$ cat src/rtl/square_seq_pkg.sv
// Shared helpers for the sequential arithmetic blocks: width math used to size
// iteration counters.
package square_seq_pkg;

  // Ceiling log2 with a floor of 1 so a counter always has at least one bit.
  function automatic int clog2_min1(input int value);
    int result;
    result = 0;
    for (int i = 0; i < 31; i++) begin
      if ((1 << i) < value) result = i + 1;
    end
    return (result < 1) ? 1 : result;
  endfunction

endpackage

$ cat src/rtl/square_seq_if.sv
// Start/ready handshake bundle for the sequential squarer: the controller drives
// start with A, and the squarer returns O, ready and busy.
interface square_seq_if #(
  parameter int N = 4
);
  // start is a request sampled only while the block is idle; A is captured on
  // that same edge. ready is a level that stays high until the next accepted start.
  logic             start;
  logic [N-1:0]     A;
  logic [2*N-1:0]   O;
  logic             ready;
  logic             busy;

  modport master (output start, output A, input O, input ready, input busy);
  modport slave  (input start, input A, output O, output ready, output busy);
endinterface

$ cat src/rtl/square_seq_step.sv
// One shift-and-add step of the squarer: adds x shifted by cnt into acc when
// bit cnt of x is set.
module square_seq_step #(
  parameter int N = 4,
  parameter int L = 2
) (
  input  logic [N-1:0]   x,
  input  logic [2*N-1:0] acc,
  input  logic [L-1:0]   cnt,
  output logic [2*N-1:0] acc_next
);

  logic [2*N-1:0] x_wide;
  logic [2*N-1:0] addend;

  assign x_wide   = {{N{1'b0}}, x};
  assign addend   = x[cnt] ? (x_wide << cnt) : '0;
  // Cannot overflow: the largest square (2^N-1)^2 fits in 2N bits.
  assign acc_next = acc + addend;

endmodule

$ cat src/rtl/square_seq.sv
// Sequential squarer O = A*A: one partial product per cycle over N cycles, then
// a DONE cycle that publishes the result and raises ready.
module square_seq
  import square_seq_pkg::*;
#(
  parameter int N = 4
) (
  input  logic         clk,
  input  logic         rst,
  square_seq_if.slave  bus,
  output logic [1:0]   state_dbg
);

  localparam int L = clog2_min1(N);

  localparam logic [1:0] ST_IDLE = 2'd0;
  localparam logic [1:0] ST_RUN  = 2'd1;
  localparam logic [1:0] ST_DONE = 2'd2;

  typedef enum logic [1:0] {
    IDLE = ST_IDLE,
    RUN  = ST_RUN,
    DONE = ST_DONE
  } state_t;

  state_t          state, state_next;
  logic [N-1:0]    x, x_next;
  logic [2*N-1:0]  acc, acc_next;
  logic [2*N-1:0]  step_acc;
  logic [L-1:0]    cnt, cnt_next;
  logic [2*N-1:0]  o_reg, o_next;
  logic            ready_reg, ready_next;

  square_seq_step #(.N(N), .L(L)) u_step (
    .x        (x),
    .acc      (acc),
    .cnt      (cnt),
    .acc_next (step_acc)
  );

  always_ff @(posedge clk or negedge rst) begin
    if (!rst) begin
      state     <= IDLE;
      x         <= '0;
      acc       <= '0;
      cnt       <= '0;
      o_reg     <= '0;
      ready_reg <= 1'b0;
    end else begin
      state     <= state_next;
      x         <= x_next;
      acc       <= acc_next;
      cnt       <= cnt_next;
      o_reg     <= o_next;
      ready_reg <= ready_next;
    end
  end

  always_comb begin
    state_next = state;
    x_next     = x;
    acc_next   = acc;
    cnt_next   = cnt;
    o_next     = o_reg;
    ready_next = ready_reg;
    case (state)
      IDLE: begin
        if (bus.start) begin
          x_next     = bus.A;
          acc_next   = '0;
          cnt_next   = '0;
          ready_next = 1'b0;
          state_next = RUN;
        end
      end
      RUN: begin
        acc_next = step_acc;
        cnt_next = cnt + L'(1);
        if (cnt == L'(N - 1)) state_next = DONE;
      end
      DONE: begin
        o_next     = acc;
        ready_next = 1'b1;
        state_next = IDLE;
      end
      // The unused code 2'b11 falls back to IDLE.
      default: state_next = IDLE;
    endcase
  end

  assign bus.O     = o_reg;
  assign bus.ready = ready_reg;
  assign bus.busy  = (state == RUN) || (state == DONE);
  assign state_dbg = state;

endmodule

$ cat src/flat_wrapper.sv
// flat-port wrapper written by rule: the top's interface ports become plain ports
module square_seq_flat import square_seq_pkg::*;
#(
  parameter int N = 4
)
  (clk, rst, state_dbg, bus_start, bus_A, bus_O, bus_ready, bus_busy);
  square_seq_if #(.N(N)) bus_i ();
  input  logic clk;
  input  logic rst;
  output logic [1:0] state_dbg;
  input wire logic [$bits(bus_i.start)-1:0] bus_start;
  input wire logic [$bits(bus_i.A)-1:0] bus_A;
  output wire logic [$bits(bus_i.O)-1:0] bus_O;
  output wire logic [$bits(bus_i.ready)-1:0] bus_ready;
  output wire logic [$bits(bus_i.busy)-1:0] bus_busy;
  assign bus_i.start = bus_start;
  assign bus_i.A = bus_A;
  assign bus_O = bus_i.O;
  assign bus_ready = bus_i.ready;
  assign bus_busy = bus_i.busy;
  square_seq #(.N(N)) u_core (.clk(clk), .rst(rst), .bus(bus_i), .state_dbg(state_dbg));
endmodule
$ cat config.mk
export PLATFORM = sky130hd
export DESIGN_NAME = square_seq_flat
export DESIGN_NICKNAME = d
export VERILOG_FILES = /design/src/rtl/square_seq_pkg.sv /design/src/rtl/square_seq_if.sv /design/src/rtl/square_seq_step.sv /design/src/rtl/square_seq.sv /design/src/flat_wrapper.sv
export SDC_FILE = /design/constraint.sdc
export NUM_CORES = 1
export LEC_CHECK = 0
export CAP_MARGIN = 20
export CORE_MARGIN = 4
export CORE_UTILIZATION = 50
export DETAILED_ROUTE_END_ITERATION = 12
export GPL_TIMING_DRIVEN = 0
export PLACE_DENSITY = 0.72
export SLEW_MARGIN = 5
export SYNTH_ARGS = -nofsm -noshare
export SYNTH_HDL_FRONTEND = slang
export SYNTH_SLANG_ARGS = --single-unit
$ cat constraint.sdc
create_clock -name clk -period 2.49 [get_ports clk]
set_clock_uncertainty 0.05 [all_clocks]
set_input_delay 0.249 -clock clk [delete_from_list [all_inputs] [get_ports clk]]
set_output_delay 0.249 -clock clk [all_outputs]
set_load 0.01 [all_outputs]
==> results of run 1 <==
[how the worst min path moves through the flow]
stage / from / to / slack (ps) / cells past startpoint
4_1_cts: u_core.bus.O[4] / u_core.bus.O[4] / 480 / 1
5_1_grt: rst / u_core.bus.O[2] / 230 / 1
6_report: rst / u_core.acc[4] / 210 / 1
2_1_floorplan: rst / u_core.acc[0] / -100 / 0
3_3_place_gp: u_core.bus.O[1] / u_core.bus.O[1] / 440 / 1
3_5_place_dp: u_core.bus.O[4] / u_core.bus.O[4] / 450 / 1
[layout make-up]
class                   count  area share, %
multi-input cells          96           44.1
inverters                   5           1.15
flip-flops and latches     25           38.5
repair buffers             19           12.0
well taps                  30           2.31
clock inverters             1          0.308
plain buffers               1          0.308
clock buffers               3           1.38
[placed cells by master, fill, tap and decap left out]
master	instances
sky130_fd_sc_hd__xnor2_1	2
sky130_fd_sc_hd__a21o_1	1
sky130_fd_sc_hd__a21boi_2	1
sky130_fd_sc_hd__a22o_1	3
sky130_fd_sc_hd__clkinv_2	1
sky130_fd_sc_hd__dfrtp_1	25
sky130_fd_sc_hd__a21oi_1	10
sky130_fd_sc_hd__buf_8	1
sky130_fd_sc_hd__a211oi_1	1
sky130_fd_sc_hd__o21bai_1	2
sky130_fd_sc_hd__nor3_2	1
sky130_fd_sc_hd__nand3b_1	1
sky130_fd_sc_hd__inv_1	5
sky130_fd_sc_hd__nor3b_1	1
sky130_fd_sc_hd__o211ai_1	1
sky130_fd_sc_hd__clkdlybuf4s50_1	18
sky130_fd_sc_hd__mux2_2	12
sky130_fd_sc_hd__and2_1	1
sky130_fd_sc_hd__and3_1	2
sky130_fd_sc_hd__fa_1	1
sky130_fd_sc_hd__a211oi_2	1
sky130_fd_sc_hd__and3b_1	1
sky130_fd_sc_hd__ha_1	11
sky130_fd_sc_hd__mux2i_1	2
sky130_fd_sc_hd__nor2_1	4
sky130_fd_sc_hd__xor2_1	3
sky130_fd_sc_hd__buf_2	1
sky130_fd_sc_hd__nand2b_1	2
sky130_fd_sc_hd__o21ai_1	4
sky130_fd_sc_hd__nand2_1	14
sky130_fd_sc_hd__o21ai_0	10
sky130_fd_sc_hd__nand3_1	4
sky130_fd_sc_hd__clkbuf_4	3
[stage by stage]
step / std cells / utilization [%] / cell area [um^2] / setup WS [ps]
floorplan: 128 / - / 1370 / 433
global placement: 176 / 62.4 / 1590 / 259
detailed placement: 176 / 62.4 / 1590 / 216
CTS: 180 / 63.5 / 1620 / 166
global route: 180 / 63.9 / 1630 / 132
finish: 180 / 63.9 / 1630 / 309
[worst register-to-register path, delay by kind of cell, from the launching register on]
kind	cells	cell delay, ps
AO/OA/AOI/OAI	4	560
flip-flops	1	530
adder cells (fa/ha/maj)	2	680
AND/OR/NAND/NOR	1	110
XOR/XNOR	1	150
[power by group through the flow]
stage / sequential (mW) / combinational (mW) / clock, mW
6_report: 0.705 / 1.08 / 0.177
5_1_grt: 0.730 / 1.21 / 0.203
4_1_cts: 0.688 / 1.11 / 0.188
3_5_place_dp: 0.698 / 1.10 / 0
3_3_place_gp: 0.682 / 1.06 / 0
2_1_floorplan: 0.691 / 0.751 / 0
[routing by layer]
metal | global-route usage, % | up-vias
met3 | 1.91 | 4
li1 | - | 499
met1 | 20.4 | 480
met2 | 26.9 | 24
met5 | 0 | -
met4 | 6.65 | 0
[cell families (layout without fill, tap and decap cells)]
family,after synthesis,after routing
AOI/OAI and AO/OA,34,34
xor gates and xnor gates,5,5
adders and majority gates,12,12
buffers and inverters,7,29
DFF,25,25
muxes,14,14
and+or+nand+nor,31,31
==> metrics.txt, run 1 <==
run status=completed; Setup Crit Path Kind=flop to flop; setup TNS after final layout=0 ps; aggregate global-route resource usage=15.8%; fraction of final layout cells with drive strength greater than 1=14.0%; main combinational cell family by area after synthesis=compound AO/OA/AOI/OAI gates; cell with the most instances after synthesis=sky130_fd_sc_hd__dfrtp_1; share of power burned in the clock network=9.0%; data arrival time of the critical path=2340 ps; Post-synth EDFFs=0; Max Fclk=roughly 460 MHz; syn_nets=147; unrepaired setup endpoints after global routing=false; Metal-1 WL=1.19 mm; worst hold margin=between 200 and 250 ps; synthesized instance count=128; die area=approximately 3600 um^2; Max FO, Critical Path=10; power per standard cell area=1210 nW/um^2; number of max-capacitance violations reported=0; wire length of the first global-routing pass=between 4 and 5 mm; reg2reg setup slack=310 ps; number of I/O port buffers=18; critical path capture point=u_core.acc[6]; vias after detailed routing=1007; predominant post-synthesis flop cell=sky130_fd_sc_hd__dfrtp_1; count of standard-cell rows=18; DRC marker count from the first detailed-route iteration=51; DRC errors left=0; Yosys reg bits=25; ordered list of cells on the worst path=nor3b_1 > ha_1 > fa_1 > a21oi_1 > o21ai_1 > a21oi_1 > xor2_1 > o21ai_0; longest individual stage delay on the worst path=~530 ps; largest cells by area after synthesis=sky130_fd_sc_hd__dfrtp_1 46%, sky130_fd_sc_hd__ha_1 10%, sky130_fd_sc_hd__mux2_2 9.9%, sky130_fd_sc_hd__nand2_1 3.8%, sky130_fd_sc_hd__a21oi_1 3.7%; total power=1.96 mW; number of antenna violations at the first check in global routing=0; Placer Congestion=between 0.8 and 0.9; root buffer selected by CTS=sky130_fd_sc_hd__clkbuf_4; worst r2r path cells=8; Critical R2R Launch=u_core.cnt[0]; Ant. Diodes=0; IR drop worst, VDD=0.000867 V; net switching power of the design=0.819 mW; portion of total power attributed to sequential cells=35.9%; area of the multi-input gates=717 um^2; floorplan die width=60.3 um; remaining max-slew budget at the tightest pin=66.3%; share of synthesized area occupied by flip-flops and latches=45.7%; ys async rst share=100%; required time reported for the critical path endpoint=2650 ps; routed length on met2=1.26 mm; area share of the largest cell type after synthesis=45.7%; later-pin clock latency in the skew report=about 310 ps; Final Slew Violations=0; CTS Buf Count=3; final worst-path cycle share=87.6%; leakage power=0.758 nW; actual transition at the worst max-transition pin=504 ps; grt total ovfl=0; DIE HEIGHT=60.3 um; setup repair bufs after CTS=0; CP startpoint=u_core.cnt[0]; kind of cell with the highest combined delay on the critical path=adder cells; area inside the core boundary=between 2000 and 3000 um^2; R2R Path End=u_core.acc[6]; post-CTS clock slew at the launch and capture registers of the worst setup and hold paths=approximately 130 ps; number of detailed-routing iterations run before antenna repair=4; post-DP HPWL=1.97 mm; class of the tightest hold or removal check=input pin to async pin; area of all sequential standard cells=between 600 and 700 um^2; CTS tree=yes; routed wire length per instance=14.3 um; Levels on crit path=8; Crit-path slowest cell=sky130_fd_sc_hd__dfrtp_1; Internal Dissipation=about 1.1 mW; H-tree Lvls=1; Critical Path Most Common Cell=sky130_fd_sc_hd__a21oi_1; mux cell area share after synthesis=11.3%; warning count from the yosys run=0; fill cell count=around 200; count of clock tree sinks=25; clock buffer depth=2; CTS hold repair buffers=0; number of endpoints with negative hold slack in the final report=0; worst path bufs/invs=0; Final nets=170; met3 routed wirelength=93 um; pin count of the biggest net entering global routing=26; average instance area after synthesis=10.7 um^2; min Tclk post-route=2180 ps; number of vias per cell after detailed routing=approximately 5.6; Initial Util=53.8%; io pins=19; synthesis-to-layout area growth=18.7%; Critical Path End Type=flop; final setup vio count=0; number of instances resized during post-cts repair=0; cell area after technology mapping=approximately 1400 um^2; Cell variety after synth=30; drt total wl=2.57 mm; adder and majority cell fraction of the synthesized area=11.5%; Synth Area in Simple Gates=11.1%; commonest cells in the netlist=25 x sky130_fd_sc_hd__dfrtp_1, 14 x sky130_fd_sc_hd__nand2_1, 12 x sky130_fd_sc_hd__mux2_2; net switching fraction of the power=41.7%; Synth Area in Compound Gates=15.2%; top metal layer carrying routed signals=met4; Final ANT Viol Nets=0; XOR/XNOR Fraction of Synth Area=3.20%; combinational group share of total power=55.1%; startpoint type of the worst setup path=flop; largest area contributor in the netlist=sky130_fd_sc_hd__dfrtp_1; vias in the first global route=1000
(Power assumes the default switching activity.)
==> inputs of run 2 (changes only) <==
==> constraint.sdc (replaced) <==
create_clock -name clk -period 2.8 [get_ports clk]
set_clock_uncertainty 0.05 [all_clocks]
set_input_delay 0.28 -clock clk [delete_from_list [all_inputs] [get_ports clk]]
set_output_delay 0.28 -clock clk [all_outputs]
set_load 0.01 [all_outputs]
==> metrics.txt, run 2 (synthesis gave the netlist of run 1 again) <==
required time reported for the critical path endpoint=between 2000 and 3000 ps; net switching power of the design=between 0.7 and 0.8 mW; data arrival time of the critical path=2470 ps; class of the tightest hold or removal check=input pin to async pin; DRC marker count from the first detailed-route iteration=63; number of vias per cell after detailed routing=5.56; Max Fclk=432 MHz; combinational group share of total power=55.9%; CTS Buf Count=3; H-tree Lvls=1; routed wire length per instance=14.2 um; worst r2r path cells=9; area post-placement=1590 um^2; R2R Path End=u_core.acc[6]; IR drop worst, VDD=about 0.0008 V; number of antenna violations at the first check in global routing=0; net switching fraction of the power=41.7%; number of detailed-routing iterations run before antenna repair=4; clock buffer depth=2; post-CTS clock slew at the launch and capture registers of the worst setup and hold paths=130 ps; aggregate global-route resource usage=between 10% and 20%; run status=completed; Initial Util=53.8%; startpoint type of the worst setup path=flop; io pins=19; drt total wl=2.57 mm; area of all placed cells without fillers=1630 um^2; later-pin clock latency in the skew report=310 ps; number of I/O port buffers=18; most common cell after layout, fill and taps aside=sky130_fd_sc_hd__dfrtp_1; grt total ovfl=0; unrepaired setup endpoints after global routing=false; setup TNS after final layout=0 ps; Placer Congestion=0.801; commonest cells after routing, fill and taps aside=25 x sky130_fd_sc_hd__dfrtp_1, 18 x sky130_fd_sc_hd__clkdlybuf4s50_1, 14 x sky130_fd_sc_hd__nand2_1; Ant. Diodes=0; remaining max-slew budget at the tightest pin=approximately 66%; CTS tree=yes; number of cells in the finished layout apart from fillers=between 150 and 200; min Tclk post-route=2310 ps; count of clock tree sinks=25; vias after detailed routing=between 1000 and 1500; reg2reg setup slack=490 ps; actual transition at the worst max-transition pin=just over 500 ps; Setup Crit Path Kind=flop to flop; Max FO, Critical Path=9; fraction of final layout cells with drive strength greater than 1=13.9%; Final ANT Viol Nets=0; die area=3640 um^2; Final Slew Violations=0; power per standard cell area=around 1100 nW/um^2; Critical Path End Type=flop; share of power burned in the clock network=9.0%; vias in the first global route=1000; number of max-capacitance violations reported=0; portion of total power attributed to sequential cells=35.1%; DIE HEIGHT=60.3 um; area inside the core boundary=about 2500 um^2; wire length of the first global-routing pass=4.32 mm; placed cells=176; Final nets=~170; floorplan die width=60.3 um; setup repair bufs after CTS=0; pin count of the biggest net entering global routing=26; synthesis-to-layout area growth=19.0%; final worst-path cycle share=82.7%; post-DP HPWL=1.97 mm; root buffer selected by CTS=sky130_fd_sc_hd__clkbuf_4; Critical R2R Launch=u_core.cnt[0]; CTS hold repair buffers=0; number of endpoints with negative hold slack in the final report=0; DRC errors left=0; number of instances resized during post-cts repair=0; final setup vio count=0; count of standard-cell rows=18; Internal Dissipation=1.02 mW; leakage power=0.759 nW
run 2: power by group through the flow:
stage,combinational [mW],sequential (mW),clock [mW]
2_1_floorplan,0.667,0.615,0
3_3_place_gp,0.940,0.607,0
3_5_place_dp,0.976,0.621,0
4_1_cts,0.984,0.612,0.167
5_1_grt,1.10,0.635,0.181
6_report,0.977,0.614,0.157
run 2: area by class of cell:
type	count	area [um^2]
Fill cell	203	915
Multi-Input combinational cell	96	717
Sequential cell	25	626
Timing Repair Buffer	19	195
Tap cell	30	37.5
Clock buffer	3	22.5
Inverter	5	18.8
Buffer	2	8.76
Clock inverter	1	5.00
run 2: worst max path at each step:
stage,depth (start not counted),to,from,slack [ps]
after detailed placement,9,u_core.acc[6],u_core.cnt[0],530
after floorplan,9,u_core.acc[6],u_core.cnt[0],740
after CTS,9,u_core.acc[6],u_core.cnt[0],480
after global placement,9,u_core.acc[6],u_core.cnt[0],570
final,9,u_core.acc[6],u_core.cnt[0],490
after global routing,9,u_core.acc[6],u_core.cnt[0],280
run 2: metrics by stage:
| stage | util, % | power, mW | worst slack (ps) | hold slack, ps |
|---|---|---|---|---|
| after floorplan | - | 1.28 | 743 | -65.6 |
| after global placement | 62.4 | 1.55 | 569 | 439 |
| after detailed placement | 62.4 | 1.60 | 526 | 446 |
| after CTS | 63.5 | 1.76 | 476 | 476 |
| after global routing | 64.1 | 1.91 | 284 | 257 |
| final | 64.1 | 1.75 | 486 | 237 |
run 2: worst max-delay path, cell delays in order (launching register included):
cell and delay (ps):
sky130_fd_sc_hd__dfrtp_1 370, sky130_fd_sc_hd__clkbuf_1 280, sky130_fd_sc_hd__nor3b_1 110, sky130_fd_sc_hd__ha_1 250, sky130_fd_sc_hd__fa_1 430, sky130_fd_sc_hd__a21oi_1 210
sky130_fd_sc_hd__o21ai_1 100, sky130_fd_sc_hd__a21oi_1 170, sky130_fd_sc_hd__xor2_1 150, sky130_fd_sc_hd__o21ai_0 80
run 2: metal layers:
metal,track usage (%),share of wire [%],wire (um),vias up
li1,-,-,-,502
met1,20.4,46,1170,477
met2,26.9,49,1260,23
met3,1.91,4.5,117,4
met4,6.65,0.97,25,0
met5,0,0,0,-
==> inputs of run 3 (changes only) <==
--- a/config.mk
+++ b/config.mk
@@ -7,7 +7,7 @@
 export LEC_CHECK = 0
 export CAP_MARGIN = 20
 export CORE_MARGIN = 4
-export CORE_UTILIZATION = 50
+export CORE_UTILIZATION = 48
 export DETAILED_ROUTE_END_ITERATION = 12
 export GPL_TIMING_DRIVEN = 0
 export PLACE_DENSITY = 0.72
==> constraint.sdc (replaced) <==
create_clock -name clk -period 1.9 [get_ports clk]
set_clock_uncertainty 0.05 [all_clocks]
set_input_delay 0.19 -clock clk [delete_from_list [all_inputs] [get_ports clk]]
set_output_delay 0.19 -clock clk [all_outputs]
set_load 0.01 [all_outputs]
==> metrics.txt, run 3 (synthesis gave the netlist of run 1 again) <==
Max FO, Critical Path=3; floorplan die width=61.4 um; Ant. Diodes=0; Final nets=between 150 and 200; longest individual stage delay on the worst path=approximately 420 ps; Crit-path slowest cell=sky130_fd_sc_hd__dfrtp_1; required time reported for the critical path endpoint=2060 ps; H-tree Lvls=1; IR drop worst, VDD=0.00119 V; DRC errors left=0; Max Fclk=slightly above 500 MHz; post-CTS clock slew at the launch and capture registers of the worst setup and hold paths=about 140 ps; run status=finished, violations left; count of standard-cell rows=19; area of all placed cells without fillers=1800 um^2; aggregate global-route resource usage=16.5%; Critical Path End Type=flop; share of the core filled with cells=roughly two thirds; data arrival time of the critical path=approximately 2100 ps; Placer Congestion=~0.77; number of I/O port buffers=18; worst hold margin=133 ps; power per standard cell area=1630 nW/um^2; DIE HEIGHT=slightly above 60 um; io pins=19; CTS tree=yes; die area=3770 um^2; number of max-capacitance violations reported=0; setup TNS after final layout=-25.4 ps; final setup vio count=1; fill cell count=roughly 200; wire length of the first global-routing pass=around 4.5 mm; routed wire length per instance=approximately 14 um; synthesis-to-layout area growth=31.1%; number of endpoints with negative hold slack in the final report=0; Critical Path Most Common Cell=sky130_fd_sc_hd__o21ai_1; most common cell after layout, fill and taps aside=sky130_fd_sc_hd__dfrtp_1; worst slack at placement=-147 ps; startpoint type of the worst setup path=flop; CP startpoint=u_core.x[0]; total power=2.92 mW; count of clock tree sinks=25; CTS hold repair buffers=0; area inside the core boundary=2730 um^2; DRC marker count from the first detailed-route iteration=24; number of vias per cell after detailed routing=5.42; area of the multi-input gates=791 um^2; clock buffer depth=2; Setup Crit Path Kind=flop to flop; grt total ovfl=0; area of all sequential standard cells=628 um^2; Final Slew Violations=0; vias after detailed routing=1047; area post-placement=between 1500 and 2000 um^2; final worst-path cycle share=101%; remaining max-slew budget at the tightest pin=65.9%; Final ANT Viol Nets=0; post-DP HPWL=around 1.8 mm; placed cells=between 150 and 200; actual transition at the worst max-transition pin=509 ps; kind of cell with the highest combined delay on the critical path=adder cells; min Tclk post-route=1930 ps; number of detailed-routing iterations run before antenna repair=4; vias in the first global route=between 900 and 1000; later-pin clock latency in the skew report=between 300 and 400 ps; failing checks=setup timing; worst path bufs/invs=0; number of antenna violations at the first check in global routing=0; Critical R2R Launch=u_core.x[0]; unrepaired setup endpoints after global routing=true; pin count of the biggest net entering global routing=26; class of the tightest hold or removal check=input pin to async pin; root buffer selected by CTS=sky130_fd_sc_hd__clkbuf_4; commonest cells after routing, fill and taps aside=23 x sky130_fd_sc_hd__dfrtp_1, 17 x sky130_fd_sc_hd__clkdlybuf4s50_1, 14 x sky130_fd_sc_hd__nand2_1; drt total wl=2.76 mm; leakage power=roughly 0.82 nW; ordered list of cells on the worst path=nor3b_1 > ha_2 > fa_2 > a21oi_2 > o21ai_1 > a21oi_1 > xor2_1 > o21ai_1; Initial Util=50.1%; fraction of final layout cells with drive strength greater than 1=28.4%; setup slack of the critical path after layout=-25.4 ps; CTS Buf Count=3; number of cells in the finished layout apart from fillers=193
## run 3: cell count changes in the layout (fill, tap and decap cells not counted), moves of 3 or more
cell | previous run | this run
sky130_fd_sc_hd__o21ai_0 | 10 | 6
sky130_fd_sc_hd__ha_1 | 11 | 7
sky130_fd_sc_hd__ha_4 | 0 | 3
sky130_fd_sc_hd__buf_4 | 0 | 12
## run 3: path summary, 6_finish.rpt
path | endpoint | slack, ps | cells after the start
min reg2reg | u_core.bus.O[0] | 470 | 1
max reg2reg | u_core.acc[6] | -30 | 8
min | u_core.bus.O[4] | 130 | 1
min in group clk | u_core.x[1] | 410 | 2
max | u_core.acc[6] | -30 | 8
max in group asynchronous | u_core.cnt[0] | 1170 | 2
## run 3: timing repair
| action | CTS | global route |
|---|---|---|
| pin swaps | 14 | 17 |
| resized for setup | 9 | 9 |
| setup buffers | 9 | 3 |
| cloned | 0 | 0 |
| setup endpoints to repair | 3 | 5 |
## run 3: report_power, final
group | switching, mW | leakage (nW) | internal [mW]
Combinational | 0.844 | 0.483 | 0.921
Sequential | 0.191 | 0.322 | 0.731
Clock | 0.159 | 0.0177 | 0.0789
## run 3: final cells by class
type                       instances  share of cell area (%)
sequential                        25                    35.0
tap                               31                    2.16
multi-input combinational         96                    44.0
clock inverter                     1                   0.279
buffer                             1                   0.279
timing repair buffer              31                    16.0
inverter                           5                    1.04
clock buffer                       3                    1.25
## run 3: worst register-to-register path, stage by stage (launching register included)
cell and delay [ps]:
sky130_fd_sc_hd__dfrtp_1 420, sky130_fd_sc_hd__nor3b_1 150, sky130_fd_sc_hd__ha_2 190, sky130_fd_sc_hd__fa_2 350
sky130_fd_sc_hd__a21oi_2 160, sky130_fd_sc_hd__o21ai_1 80, sky130_fd_sc_hd__a21oi_1 180, sky130_fd_sc_hd__xor2_1 160
sky130_fd_sc_hd__o21ai_1 70
## run 3: layer usage
metal / track usage, % / vias up / wire [um]
met5: 0 / - / 0
met4: 7.27 / 0 / 44
met3: 1.89 / 5 / 95
met2: 27.0 / 25 / 1440
met1: 21.9 / 495 / 1180
li1: - / 522 / -
